[src/rtl/audio_mixer.sv]
// audio_mixer: sums the masked channels of one frame, one channel per clock, through a
// single shared adder. Define MIXER_SATURATE_EN to clamp the result instead of wrapping it.
module audio_mixer #(
    parameter int WIDTH    = 16,
    parameter int CHANNELS = 4,
    parameter int SHIFT    = 0
) (
    input  logic                      clk,
    input  logic                      reset,
    input  logic                      in_valid,
    output logic                      in_ready,
    input  logic [CHANNELS*WIDTH-1:0] in_data,
    input  logic [CHANNELS-1:0]       in_mask,
    output logic                      out_valid,
    input  logic                      out_ready,
    output logic [WIDTH-1:0]          out_data,
    output logic                      out_clip
);
    localparam int ACCW = WIDTH + $clog2(CHANNELS);
    localparam int IDXW = $clog2(CHANNELS);
    localparam logic [IDXW-1:0] LAST_IDX = IDXW'(CHANNELS - 1);

    if (WIDTH < 2)                   $error("audio_mixer: WIDTH must be 2 or greater");
    if (CHANNELS < 2)                $error("audio_mixer: CHANNELS must be 2 or greater");
    if (SHIFT < 0 || SHIFT >= WIDTH) $error("audio_mixer: SHIFT must be in [0, WIDTH)");

    typedef enum logic [1:0] {IDLE, ACCUM, DONE} state_t;

    state_t                  state;
    logic [IDXW-1:0]         idx;
    logic signed [ACCW-1:0]  acc;
    logic [WIDTH-1:0]        samples_q [CHANNELS];
    logic [CHANNELS-1:0]     mask_q;

    logic signed [ACCW-1:0]  term;
    logic signed [ACCW-1:0]  sum;
    logic [WIDTH-1:0]        fmt_data;
    logic                    fmt_clip;

    function automatic logic signed [ACCW-1:0] sext(input logic [WIDTH-1:0] s);
        return {{(ACCW-WIDTH){s[WIDTH-1]}}, s};
    endfunction

    // Handshakes: a transfer happens on a rising edge where valid and ready are both high.
    // Both ready and valid come from registered state only, never from the partner's signal.
    assign in_ready  = (state == IDLE) && !reset;
    assign out_valid = (state == DONE);

`ifdef MIXER_SATURATE_EN
    localparam logic [WIDTH-1:0] MAX_W = {1'b0, {(WIDTH-1){1'b1}}};
    localparam logic [WIDTH-1:0] MIN_W = {1'b1, {(WIDTH-1){1'b0}}};
    logic signed [ACCW-1:0] shifted;
`endif

    always_comb begin
        term = mask_q[idx] ? sext(samples_q[idx]) : '0;
        sum  = acc + term;
`ifdef MIXER_SATURATE_EN
        shifted = sum >>> SHIFT;
        if (shifted > sext(MAX_W)) begin
            fmt_data = MAX_W;
            fmt_clip = 1'b1;
        end else if (shifted < sext(MIN_W)) begin
            fmt_data = MIN_W;
            fmt_clip = 1'b1;
        end else begin
            fmt_data = shifted[WIDTH-1:0];
            fmt_clip = 1'b0;
        end
`else
        fmt_data = WIDTH'(sum >>> SHIFT);
        fmt_clip = 1'b0;
`endif
    end

    // The captured frame is held in samples_q/mask_q so input changes after acceptance are ignored.
    always_ff @(posedge clk) begin
        if (reset) begin
            state    <= IDLE;
            idx      <= '0;
            acc      <= '0;
            out_data <= '0;
            out_clip <= 1'b0;
        end else begin
            case (state)
                IDLE: begin
                    if (in_valid) begin
                        for (int i = 0; i < CHANNELS; i++) begin
                            samples_q[i] <= in_data[i*WIDTH +: WIDTH];
                        end
                        mask_q <= in_mask;
                        acc    <= '0;
                        idx    <= '0;
                        state  <= ACCUM;
                    end
                end
                ACCUM: begin
                    acc <= sum;
                    if (idx == LAST_IDX) begin
                        out_data <= fmt_data;
                        out_clip <= fmt_clip;
                        state    <= DONE;
                    end else begin
                        idx <= idx + IDXW'(1);
                    end
                end
                DONE: begin
                    if (out_ready) begin
                        state <= IDLE;
                    end
                end
                default: state <= IDLE;
            endcase
        end
    end
endmodule

[config.mk]
export PLATFORM = sky130hd
export DESIGN_NAME = audio_mixer
export DESIGN_NICKNAME = d
export VERILOG_FILES = /design/src/rtl/audio_mixer.sv
export SDC_FILE = /design/constraint.sdc
export NUM_CORES = 1
export LEC_CHECK = 0
export ABC_AREA = 1
export BUFFER_PORTS_ARGS = -buffer_cell sky130_fd_sc_hd__buf_2
export CORE_MARGIN = 2
export CORE_UTILIZATION = 50
export CTS_BUF_LIST = sky130_fd_sc_hd__clkbuf_8 sky130_fd_sc_hd__clkbuf_16
export DETAILED_ROUTE_END_ITERATION = 10
export MAX_ROUTING_LAYER = met4
export PLACE_DENSITY_LB_ADDON = 0.05
export SYNTH_ARGS = -nofsm -noshare
export SYNTH_HDL_FRONTEND = slang
export SYNTH_SLANG_ARGS = --single-unit
[constraint.sdc]
create_clock -name clk -period 7.8 [get_ports clk]
set_clock_uncertainty 0.1 [all_clocks]
set_input_delay 0 -clock clk [delete_from_list [all_inputs] [get_ports clk]]
set_output_delay 0 -clock clk [all_outputs]
set_load 0.02 [all_outputs]
==> flow_metrics.py <==
metrics = {
    "status": {
        "status": "finished clean",
    },
    "sta": {
        "setup-violations-final": 0,
        "finalHoldViolations": 0,
        "timing.setup.tns_ns": 0,
        "maxClockFrequency_ghz": 0.2850,
        "post-route-min-period_ns": 3.508,
        "worst_slew_margin_rel": 0.3432,
        "timing.final.max_slew_violations": 0,
        "tightest_slew_ns": 0.9838,
        "rsz_0062_raised_after_global_routing": "no",
        "final_min_period_over_clock_period": 0.4498,
    },
    "die": {
        "die-width_um": 104.4,
        "io-pin-count": 91,
        "die_h_um": 104.4,
        "placementRows": 36,
        "floorplan.die_area_mm2": 0.01091,
        "core_area_mm2": 0.009774,
        "floorplan.initialDensity": 0.5161,
    },
    "global_routing": {
        "grt.total_usage": 0.2267,
        "gr-usage-met3": 0.03008,
        "grt_util_met2": 0.3599,
        "grt_pass1_vias": 4022,
        "antenna_violations_before_repair": 0,
        "gr-max-usage-layer": "met2",
        "grt_max_degree": 65,
        "grt_pass1_wl_um": 19000,
        "groute.layer.met1.usage": 0.3004,
        "grt-ovfl-total": 0,
    },
    "route": {
        "drt-pass1-iter-count": 4,
        "vias_per_cell": 4.861,
        "drt_drc_violations_left": 0,
        "route.detailed.wl_per_inst_um": 13.32,
        "drtAntennaViolNets": 0,
        "route.vias.total": 4229,
        "finalWirelength_um": 11590,
        "initialDrtViolationCount": 251,
    },
    "placed_design": {
        "buffer_ports.inserted": 89,
        "finalWeightedCongestion": 0.9148,
        "place_inst": 785,
        "hpwl_after_detailed_placement_um": 7450,
    },
    "job": {
        "cap_violations": 0,
    },
    "setup_path": {
        "slowest_stage": "dfxtp_1",
        "crit_buf_inv": 3,
        "crit_fanout": 33,
        "critPathMostFrequentCell": "nand2_1",
        "kind_of_start_point_of_the_critical_path": "flop",
        "arrival_ns": 3.72,
        "criticalPathCategory": "flop to flop",
        "crit_path_max_incr_delay_ns": 0.98,
        "cp_cell_sequence": "inv_2, o21ai_0, o22ai_1, nand2_1, inv_1, ha_1, inv_1, fa_1, nand3b_1, nand2_1, nand2_1, nand2_1, xor2_1, nand2_1, a21oi_1",
        "cp_top_family": "flip-flops",
        "crit_required_ns": 8.01,
        "cp-end-kind": "flop",
    },
    "synthesis": {
        "dominantRegCellSynth": "edfxtp_1",
        "netlist_instances": 578,
        "flops_latches_synth": 106,
        "ys_seq_area_frac": 0.5556,
        "post_synth_most_frequent_cells": "nand2_1 (155), inv_1 (93), edfxtp_1 (68)",
        "ys.warnings.count": 0,
        "synthMostInstantiatedCell": "nand2_1",
        "postSynth.asyncResetShare": 0,
        "synthDistinctLibCells": 29,
        "netlist.area_leader.share": 0.4048,
        "synth_edf_count": 68,
        "synth_top_area_cells": "edfxtp_1 (40%), dfxtp_1 (15%), nand2_1 (12%), inv_1 (6.9%), ha_1 (4.0%)",
        "synth.cell_area_mm2": 0.005045,
        "synth_area_per_cell_um2": 8.728,
        "synth_area_leader_cell": "edfxtp_1",
        "mappedNetlistNets": 667,
    },
    "power_and_ir_drop": {
        "pwr_density_cell_mw_per_mm2": 186.9,
        "power.static_leakage_nw": 3.047,
        "ir_worst_vdd_uv": 115.4,
    },
    "clocking": {
        "cts_repair_resize_count": 0,
        "cts.sink_count": 106,
        "hold_buffers": 69,
        "numCtsBuffers": 9,
        "cts_htree_levels": 3,
        "cts_setup_buffers": 0,
        "clkLatencyLatePin_ns": 0.37,
        "cts_root_buffer": "clkbuf_8",
        "cts_tree": "done",
        "clockBufferDepth": 2,
        "clk_transition_reported_paths_ns": 0.10,
    },
    "min_path": {
        "min_path_type": "input port to flop",
    },
    "final_layout": {
        "syn2layout_area_growth_pct": 29.46,
        "num-nets-final": 821,
        "post_layout_nonfiller_instances": 870,
        "utilization": 0.6682,
        "antenna-diode-count": 0,
        "final_layout_size_suffix_gt1_frac": 0.1655,
    },
}
==> state kept, by name, indices dropped and copies added (netlist names), named ones only <==
register / count
state: 2
acc: 16
idx: 2
out_data: 16
samples_q: 64
mask_q: 4
==> final cells by class <==
class	instances	area (um2)
tap	133	166.4
sequential	106	2803
multi-input combinational	357	1802
clock buffer	9	123.9
inverter	97	366.6
clock inverter	7	111.4
timing repair buffer	161	1159
fill	802	3243
==> per-layer routing <==
metal	vias to the layer above	routed length, um
met4	0	202
met5	-	0
met2	133	5463
li1	2171	-
met3	16	553
met1	1909	5370
==> cells in the final DEF (no fill, tap or decap), types with 9 or more instances in the layout <==
cell type      netlist  layout
a21oi_1             35      35
a21oi_2              9       9
buf_2                2      89
clkbuf_8             0       9
dfxtp_1             38      38
dlygate4sd3_1        0      69
edfxtp_1            68      68
ha_1                16      16
inv_1               93      95
nand2_1            155     155
nand3_1             22      22
nor2_1              41      40
o21ai_0             30      30
o21ai_1              9       9
o22ai_1             15      15
==> worst register-to-register path, cell delays in order, from the launching register on <==
cell and delay, ns:
dfxtp_1 0.98, inv_2 0.45, o21ai_0 0.28, o22ai_1 0.11
nand2_1 0.09, inv_1 0.06, ha_1 0.18, inv_1 0.08
fa_1 0.20, nand3b_1 0.12, nand2_1 0.12, nand2_1 0.09
nand2_1 0.12, xor2_1 0.25, nand2_1 0.09, a21oi_1 0.14
==> power by group <==
group | internal, W | switching [W]
clock network | 0.000212 | 0.000185
logic | 0.0000793 | 0.000109
registers | 0.000622 | 0.0000138
total | 0.000913 | 0.000308
==> final timing paths <==
kind / from / to / slack (ns) / depth (start not counted)
setup / recovery: flop / acc[6] / 4.29 / 15
hold / removal: in_valid / acc[11] / 0.03 / 5
setup reg to reg: flop / acc[6] / 4.29 / 15
hold reg to reg: out_data[2] / out_data[2] / 0.36 / 2
==> logic make-up (layout without fill, tap and decap cells) <==
| kind of cell | after synthesis | count (layout) | share of synthesized area |
|---|---|---|---|
| xor gates and xnor gates | 7 | 7 | 0.01215 |
| other | 1 | 1 | 0.0007433 |
| buffers and inverters | 115 | 274 | 0.08879 |
| DFF | 106 | 106 | 0.5556 |
| and+or+nand+nor | 233 | 233 | 0.1900 |
| AOI/OAI and AO/OA | 99 | 99 | 0.1091 |
| adders and majority gates | 17 | 17 | 0.04365 |
==> through the flow <==
step	hold WS [ns]	total power [W]	setup WS, ns	cell area, um2
after floorplan	-0.001131	0.0007556	4.009	5045
after global placement	0.07603	0.0008050	4.386	5605
after detailed placement	0.07809	0.0008075	4.299	5605
after CTS	0.02233	0.001225	4.279	6531
after global routing	0.05596	0.001278	3.857	6531
final	0.03365	0.001220	4.292	6531
Power figures use the tool's default switching activity.
